**src/rtl/spi_pkg.sv**
```systemverilog
// Shared types and constants for the SPI mode-0 responder.
package spi_pkg;

  typedef enum logic [1:0] {
    IDLE,
    SHIFT,
    COMMIT
  } spi_slv_state_e;

  localparam int   SPI_BITCNT_W = 8;
  localparam logic CPOL         = 1'b0;
  localparam logic CPHA         = 1'b0;

  // Bit counter increment that sticks at all-ones instead of wrapping.
  function automatic logic [SPI_BITCNT_W-1:0] sat_inc(input logic [SPI_BITCNT_W-1:0] v);
    return (v == '1) ? v : v + 1'b1;
  endfunction

endpackage

```
**src/rtl/spi_sync_edge.sv**
```systemverilog
// Multi-stage synchronizer for an asynchronous pin, with rise/fall pulses
// derived from the last stage against a one-cycle delayed copy.
module spi_sync_edge #(
  parameter int SYNC_STAGES = 2
) (
  input  logic clk,
  input  logic rst,
  input  logic din,
  output logic dout,
  output logic rise,
  output logic fall
);

  logic [SYNC_STAGES-1:0] sync_q, sync_d;
  logic                   last_q, last_d;

  always_comb begin
    sync_d[0] = din;
    for (int i = 1; i < SYNC_STAGES; i++) begin
      sync_d[i] = sync_q[i-1];
    end
    last_d = sync_q[SYNC_STAGES-1];
  end

  // Reset to 0 everywhere: a pin already low after reset produces no edge,
  // so a frame interrupted by reset is never picked up half-way.
  always_ff @(posedge clk) begin
    if (rst) begin
      sync_q <= '0;
      last_q <= 1'b0;
    end else begin
      sync_q <= sync_d;
      last_q <= last_d;
    end
  end

  assign dout = sync_q[SYNC_STAGES-1];
  assign rise = sync_q[SYNC_STAGES-1] & ~last_q;
  assign fall = ~sync_q[SYNC_STAGES-1] & last_q;

endmodule

```
**src/rtl/spi_slv.sv**
```systemverilog
// SPI mode-0 responder: oversampled pins, RX capture of the last RX_LEN bytes,
// preloaded TX_LEN-byte response shifted out MSB first.
module spi_slv
  import spi_pkg::*;
#(
  parameter int TX_LEN      = 2,
  parameter int RX_LEN      = 2,
  parameter int SYNC_STAGES = 2
) (
  input  logic                clk,
  input  logic                rst,
  input  logic [TX_LEN*8-1:0] tx_data,
  input  logic                tx_load,
  output logic [RX_LEN*8-1:0] rx_data,
  output logic [7:0]          rx_bits,
  output logic                rx_vld,
  input  logic                rx_ack,
  output logic                overrun,
  output logic                busy,
  input  logic                SPI_SCLK,
  input  logic                SPI_CS,
  input  logic                SPI_MOSI,
  output logic                SPI_MISO,
  output logic                SPI_MISO_OE
);

  localparam int TX_W = TX_LEN * 8;
  localparam int RX_W = RX_LEN * 8;

  logic sclk_rise, sclk_fall, cs_rise, cs_fall, mosi_s;
  logic sclk_s_unused, cs_s_unused, mosi_rise_unused, mosi_fall_unused;

  spi_sync_edge #(.SYNC_STAGES(SYNC_STAGES)) u_sync_sclk (
    .clk (clk), .rst (rst), .din (SPI_SCLK),
    .dout(sclk_s_unused), .rise(sclk_rise), .fall(sclk_fall)
  );

  spi_sync_edge #(.SYNC_STAGES(SYNC_STAGES)) u_sync_cs (
    .clk (clk), .rst (rst), .din (SPI_CS),
    .dout(cs_s_unused), .rise(cs_rise), .fall(cs_fall)
  );

  spi_sync_edge #(.SYNC_STAGES(SYNC_STAGES)) u_sync_mosi (
    .clk (clk), .rst (rst), .din (SPI_MOSI),
    .dout(mosi_s), .rise(mosi_rise_unused), .fall(mosi_fall_unused)
  );

  spi_slv_state_e          state_q, state_d;
  logic [TX_W-1:0]         shadow_q, shadow_d;
  logic [TX_W-1:0]         tx_sr_q, tx_sr_d;
  logic [RX_W-1:0]         rx_sr_q, rx_sr_d;
  logic [SPI_BITCNT_W-1:0] cnt_q, cnt_d;
  logic                    miso_q, miso_d;
  logic                    busy_q, busy_d;
  logic [RX_W-1:0]         rx_data_q, rx_data_d;
  logic [7:0]              rx_bits_q, rx_bits_d;
  logic                    rx_vld_q, rx_vld_d;
  logic                    overrun_q, overrun_d;

  always_comb begin
    state_d   = state_q;
    shadow_d  = tx_load ? tx_data : shadow_q;
    tx_sr_d   = tx_sr_q;
    rx_sr_d   = rx_sr_q;
    cnt_d     = cnt_q;
    miso_d    = miso_q;
    busy_d    = busy_q;
    rx_data_d = rx_data_q;
    rx_bits_d = rx_bits_q;
    rx_vld_d  = rx_vld_q & ~rx_ack;
    overrun_d = 1'b0;

    unique case (state_q)
      IDLE: begin
        if (cs_fall) begin
          state_d = SHIFT;
          tx_sr_d = shadow_q;
          miso_d  = shadow_q[TX_W-1];
          cnt_d   = '0;
          rx_sr_d = '0;
          busy_d  = 1'b1;
        end
      end
      SHIFT: begin
        // CS release wins over any SCLK edge seen in the same cycle.
        if (cs_rise) begin
          state_d = COMMIT;
          busy_d  = 1'b0;
          miso_d  = 1'b0;
        end else begin
          if (sclk_rise) begin
            rx_sr_d = RX_W'({rx_sr_q, mosi_s});
            cnt_d   = sat_inc(cnt_q);
          end
          if (sclk_fall) begin
            tx_sr_d = tx_sr_q << 1;
            miso_d  = tx_sr_q[TX_W-2];
          end
        end
      end
      COMMIT: begin
        state_d = IDLE;
        // A commit overrides a simultaneous ack, so vld stays set.
        if (cnt_q != '0) begin
          rx_data_d = rx_sr_q;
          rx_bits_d = cnt_q;
          rx_vld_d  = 1'b1;
          overrun_d = rx_vld_q & ~rx_ack;
        end
      end
      default: state_d = IDLE;
    endcase
  end

  always_ff @(posedge clk) begin
    if (rst) begin
      state_q   <= IDLE;
      shadow_q  <= '0;
      tx_sr_q   <= '0;
      rx_sr_q   <= '0;
      cnt_q     <= '0;
      miso_q    <= 1'b0;
      busy_q    <= 1'b0;
      rx_data_q <= '0;
      rx_bits_q <= '0;
      rx_vld_q  <= 1'b0;
      overrun_q <= 1'b0;
    end else begin
      state_q   <= state_d;
      shadow_q  <= shadow_d;
      tx_sr_q   <= tx_sr_d;
      rx_sr_q   <= rx_sr_d;
      cnt_q     <= cnt_d;
      miso_q    <= miso_d;
      busy_q    <= busy_d;
      rx_data_q <= rx_data_d;
      rx_bits_q <= rx_bits_d;
      rx_vld_q  <= rx_vld_d;
      overrun_q <= overrun_d;
    end
  end

  assign rx_data     = rx_data_q;
  assign rx_bits     = rx_bits_q;
  assign rx_vld      = rx_vld_q;
  assign overrun     = overrun_q;
  assign busy        = busy_q;
  assign SPI_MISO    = miso_q;
  assign SPI_MISO_OE = busy_q;

endmodule

```
**config.mk**
```make
export PLATFORM = sky130hd
export DESIGN_NAME = spi_slv
export DESIGN_NICKNAME = d
export VERILOG_FILES = /design/src/rtl/spi_pkg.sv /design/src/rtl/spi_sync_edge.sv /design/src/rtl/spi_slv.sv
export SDC_FILE = /design/constraint.sdc
export NUM_CORES = 1
export LEC_CHECK = 0
export CELL_PAD_IN_SITES_DETAIL_PLACEMENT = 0
export CELL_PAD_IN_SITES_GLOBAL_PLACEMENT = 2
export CORE_UTILIZATION = 30
export CTS_BUF_LIST = sky130_fd_sc_hd__clkbuf_4
export DETAILED_ROUTE_END_ITERATION = 6
export GPL_TIMING_DRIVEN = 0
export PLACE_DENSITY_LB_ADDON = 0.1
export SKIP_LAST_GASP = 1
export SLEW_MARGIN = 0
export SYNTH_ARGS = -nofsm -noshare
export SYNTH_HDL_FRONTEND = slang
export SYNTH_SLANG_ARGS = --single-unit
```
**constraint.sdc**
```tcl
create_clock -name clk -period 2.4 [get_ports clk]
set_input_delay 0.48 -clock clk [delete_from_list [all_inputs] [get_ports clk]]
set_output_delay 0.48 -clock clk [all_outputs]
set_load 0.01 [all_outputs]
```
## After elaboration in Yosys (flattened, before gate mapping)

Index checks and enable logic that the tools add are counted.

- Word-level logic and storage cells: 75
- RAM bits: 0
- Bits in registers: 93
- Memories: 0
- Memory bits (read-only): 0
- Output and inout port bits: 29
- Bits in latches: 0
- Bits of input ports: 23

- Equal/unequal tests: 10
- $lt $le $gt $ge: 0
- Mux-type cells: 25
- Multiply operators: 0
- Shifts and indexed selects: 0
- Reduce and logical (&&, ||, !) cells: 11
- Div/mod/pow operators: 0
- Bitwise logic cells: 12
- Add/subtract/negate cells: 1

Operator list:

| kind | count |
|---|---|
| $mux W16 | 3 |
| $mux W15 | 3 |
| $mux W8 | 4 |
| $pmux W16 S2 | 1 |
| $pmux W15 S2 | 1 |
| $pmux W8 S2 | 1 |
| $ne A2 B2 Y1 const B | 6 |
| $add A8 B1 Y8 const B | 1 |
| $eq A8 B8 Y1 const B | 1 |
| $reduce_and A4 Y1 | 2 |
| $reduce_bool A8 Y1 | 1 |
| $mux W1 | 7 |
| $not A1 Y1 | 7 |
| $reduce_and A3 Y1 | 2 |
| $and A1 B1 Y1 | 5 |
| $reduce_and A5 Y1 | 1 |
| $mux W2 | 2 |
| $pmux W1 S2 | 2 |
| $pmux W2 S2 | 1 |
| $reduce_and A2 Y1 | 2 |
| $ne A3 B3 Y1 const B | 1 |
| $reduce_or A3 Y1 | 1 |
| $eq A2 B1 Y1 const B | 1 |
| $eq A2 B2 Y1 const B | 1 |
| 2 further kinds | 2 |

## Logic depth before layout (Yosys ltp)

- Depth after elaboration: 5
- Gate-level depth with buffers: 7
- Gate-level depth less buffers: 6

## Hierarchy

A second synthesis with hierarchy kept.

- Cells, all modules: 382
- Area total of the unflattened synthesis: 3763.6 um2

By module, submodules not included:

| module | seq. area each (um2) | cells each | instances | area each (um2) |
|---|---|---|---|---|
| spi_slv | 1701.6 | 358 | 1 | 3489.6 |
| spi_sync_edge | 60.1 | 8 | 3 | 91.3 |

## Least setup slack after synthesis

OpenSTA, ideal clock, no wires.

- Kind: register to register
- Start point: reg cnt_q[0]
- End point: reg rx_bits_q[3] (netlist: rx_bits[3])
- Path slack: 697 ps
- Cell stages (with the launch flop): 8
- Setup time: 128 ps
- Path buffers: 1
- Clock period less this slack: 1703 ps
- Arrival: 1576 ps
- Data required time: 2272 ps
- Cells stage by stage: dfxtp_1 > inv_1 > ha_1 > nor4b_1 > a21oi_2 > buf_4 > mux2i_1 > nor2_1

- Longest elaborated chain between the ends: 2

RTL lines:

| element | RTL line | text |
|---|---|---|
| from (decl) | spi_slv.sv:52 | `logic [SPI_BITCNT_W-1:0] cnt_q, cnt_d;` |
| from (signal assigned) | spi_slv.sv:133 | `cnt_q <= cnt_d;` |
| $reduce_bool A8 Y1 | spi_slv.sv:104 | `if (cnt_q != '0) begin` |
| $reduce_and A2 Y1 (no line) | -- |  |
| to (signal assigned) | spi_slv.sv:137 | `rx_bits_q <= rx_bits_d;` |
| to (decl) | spi_slv.sv:56 | `logic [7:0] rx_bits_q, rx_bits_d;` |

No other way between the ends.
A chain may end at the register's enable or synchronous reset.

## Worst setup path after layout

- Start point: reg cnt_q[0]
- End point: reg rx_data_q[4] (netlist: rx_data[4])

- Longest elaborated chain between the ends: 2

RTL lines:

| element | RTL line | text |
|---|---|---|
| $reduce_bool A8 Y1 | spi_slv.sv:104 |  |
| $reduce_and A2 Y1 (no line) | -- |  |
| to (signal assigned) | spi_slv.sv:136 | `rx_data_q <= rx_data_d;` |
| to (decl) | spi_slv.sv:55 | `logic [RX_W-1:0] rx_data_q, rx_data_d;` |

No other way between the ends.

==> impl_metrics.csv <==
group,metric,value,unit
sta,rsz0062_at_grt,"no",
layout,num-fill-cells,1260,
detailed_routing,met3WireLength,371,um
synthesis,yosysUniqueCellTypes,36,
clock_tree,cts_hold_buf,0,
global_route,grtUsageTotal,14.74,%
die,die_area,0.01281,mm^2
detailed_routing,first_pass_iters,4,
detailed_routing,wl_met1,4445,um
worst_hold_path,hp-class,"flop to flop",
clock_tree,post_cts_buffers,0,
detailed_routing,vias,2772,
sta,worstMarginPinSlew,0.6619,ns
clock_tree,clock_sinks,93,
global_route,grt_pass1_wl,14290,um
sta,drv_slew,0,
flow_run,drv_cap,0,
clock_tree,cts_buffer_depth,2,
synthesis,synth-edff-count,0,
clock_tree,worstSkewPairLatency,0.46,ns
clock_tree,cts_tree,"built",
die,num_io_pins,52,
status,run_status,"finished clean",
pwr,p_seq_share,64.6,%
critical_path,cpMaxStageDelayCell,"dfxtp_1",
sta,max_freq,494.8,MHz
layout,post-route-util,37.30,%
sta,setup_violations,0,
detailed_routing,top_layer_used,"met4",
detailed_routing,drt_iter0_drc,91,
layout,nets,463,
synthesis,ys_ff_latch,93,
die,die_y,113.2,um
synthesis,synth_area_leaders,"dfxtp_1, mux2i_1, nor2_1",
synthesis,synth_warnings,0,
place,port_buffers,50,
synthesis,synthFlopType,"dfxtp_1",
die,fp.dieW,113.2,um
synthesis,syn_area,0.003709,mm^2
synthesis,avgSynthCellArea,9.837,um^2
die,row_count,40,
detailed_routing,route.final.wire_length,8689,um
detailed_routing,wl_per_cell,14.78,um
pwr,clock_power_share,28.3,%
synthesis,netlist.area_leader.share,50.20,%
critical_path,crit_path_end_kind,"flop",
pwr,pwr-share-comb,7.1,%
detailed_routing,drc,0,
synthesis,synth_commonest_cells,"dfxtp_1, mux2i_1, nor2_1",
pwr,powerDensity,548.5,mW/mm^2
pwr,swShare,24.91,%
pwr,ir_drop,328.1,uV
sta,finalHoldViolations,0,
critical_path,cp_slowest_stage_delay,0.45,ns
critical_path,worstPathArrival,2.37,ns
layout,diodes,0,
global_route,grt_max_degree,14,
synthesis,ys_async_sr_fraction,0,%
clock_tree,path_clk_slew,0.13,ns
global_route,grt_antenna_before_repair,0,
detailed_routing,dr_wl_met2,3739,um
clock_tree,numCtsBuffers,9,
detailed_routing,via_per_inst,4.714,
pwr,power.net_switching,0.6122,mW
synthesis,syn_nets,402,
critical_path,path_cells,"inv_1 -> ha_1 -> nor4b_1 -> a21oi_2 -> buf_4 -> mux2i_1 -> nor2_1",
die,core,0.01201,mm^2
pwr,power_leakage,1.621,nW
clock_tree,clock_tree.root_cell,"clkbuf_4",
sta,finClkSkew,0.01276,ns
critical_path,worstSetupPathType,"flop to flop",
die,initial_core_util,30.88,%
critical_path,cp.required,2.75,ns
synthesis,yosysMostFrequentCell,"dfxtp_1",
pwr,internal-power,1.845,mW
sta,tns,0,ns
global_route,grt_overflow,0,
critical_path,cp_max_fo,10,
place,gp_congestion,0.7334,
sta,fin_crit_sh,84.21,%
layout,syn2layout_area_growth,20.82,%
synthesis,synth_cells,377,
synthesis,yosysSeqAreaShare,50.20,%
synthesis,synth_top_area_cell,"dfxtp_1",
critical_path,start_kind,"flop",
place,dp_hpwl,5914,um
clock_tree,htree_levels,3,
detailed_routing,final_antenna_net_count,0,
layout,drive_above_1_share,6.349,%
clock_tree,cts_resized,0,
sta,fin_crit,2.021,ns
global_route,grt_pass1_vias,2666,
sta,slew_headroom,55.87,%
## layout by cell type, fill, tap and decap left out, drive strengths merged, types with 7 or more instances in the layout
cell type / netlist / routed
o21ai: 19 / 19
a21oi: 25 / 25
mux2i: 72 / 72
dfxtp: 93 / 93
nand2: 7 / 7
clkdlybuf4s50: 0 / 50
nor2b: 12 / 12
clkbuf: 18 / 27
nor2: 62 / 62
buf: 12 / 12
or3: 17 / 17
## stage by stage
| stage | area [um^2] | setup WS [ns] | cells | hold WS (ns) | total power, mW |
|---|---|---|---|---|---|
| 3_5_place_dp | 4393 | 0.08911 | 574 | 0.4288 | 1.801 |
| 5_1_grt | 4481 | 0.1865 | 588 | 0.4773 | 2.589 |
| 4_1_cts | 4481 | 0.3296 | 588 | 0.4635 | 2.518 |
| 2_1_floorplan | 3709 | 0.6967 | 377 | 0.4138 | 1.719 |
| 6_report | 4481 | 0.3789 | 588 | 0.4602 | 2.457 |
| 3_3_place_gp | 4393 | 0.1106 | 574 | 0.4359 | 1.800 |
## state kept, by name, indices dropped and copies added, names as in the netlist
register and count:
u_sync_cs.sync_q 2, rx_vld 1, SPI_MISO_OE 1, tx_sr_q 15
cnt_q 8, overrun 1, state_q 2, rx_sr_q 16
u_sync_cs.last_q 1, u_sync_sclk.sync_q 2, shadow_q 16, u_sync_sclk.last_q 1
rx_bits 8, u_sync_mosi.sync_q 2, rx_data 16, SPI_MISO 1
## kinds of logic after synthesis
kind of cell / Yosys count / share of synthesized area, %
AOI/OAI and AO/OA: 55 / 8.604
adders and majority gates: 2 / 0.6747
buffers and inverters: 35 / 4.521
DFF: 93 / 50.20
muxes: 73 / 19.74
and+or+nand+nor: 119 / 16.26
## critical path, delay by kind of cell, from the launching register on
family / cells / cell delay [ns]
fa+ha+maj: 1 / 0.21
buf+inv: 2 / 0.39
mux: 1 / 0.22
compound gates: 1 / 0.44
simple gates: 2 / 0.20
flops: 1 / 0.45
## path summary, 6_finish.rpt
check,slack [ns],end,start,depth (start not counted)
setup / recovery,0.38,rx_data[4],cnt_q[0],7
hold / removal,0.46,u_sync_cs.sync_q[1],u_sync_cs.sync_q[0],1
setup reg to reg,0.38,rx_data[4],cnt_q[0],7
hold reg to reg,0.46,u_sync_cs.sync_q[1],u_sync_cs.sync_q[0],1
## final cells by class
type	count	area [um^2]	share of cell area, %
sequential	93	1862	41.55
multi-input combinational	249	1679	37.48
timing repair buffer	50	500.5	11.17
tap	147	183.9	4.105
buffer	30	148.9	3.323
clock buffer	9	67.56	1.508
clock inverter	5	20.02	0.4468
inverter	5	18.77	0.4189
## power by group through the flow
stage | Sequential [mW] | Combinational, mW | Clock, mW
3_5_place_dp | 1.62 | 0.179 | 0
4_1_cts | 1.59 | 0.179 | 0.749
5_1_grt | 1.59 | 0.195 | 0.801
3_3_place_gp | 1.62 | 0.177 | 0
2_1_floorplan | 1.62 | 0.101 | 0
6_report | 1.59 | 0.175 | 0.695
## metal layers
metal / vias up / GRT usage [%]
li1: 1424 / -
met1: 1288 / 20.38
met2: 52 / 21.19
met3: 8 / 5.249
met4: 0 / 4.825
met5: - / 0
Note: power is estimated with default switching activity, not from simulation.
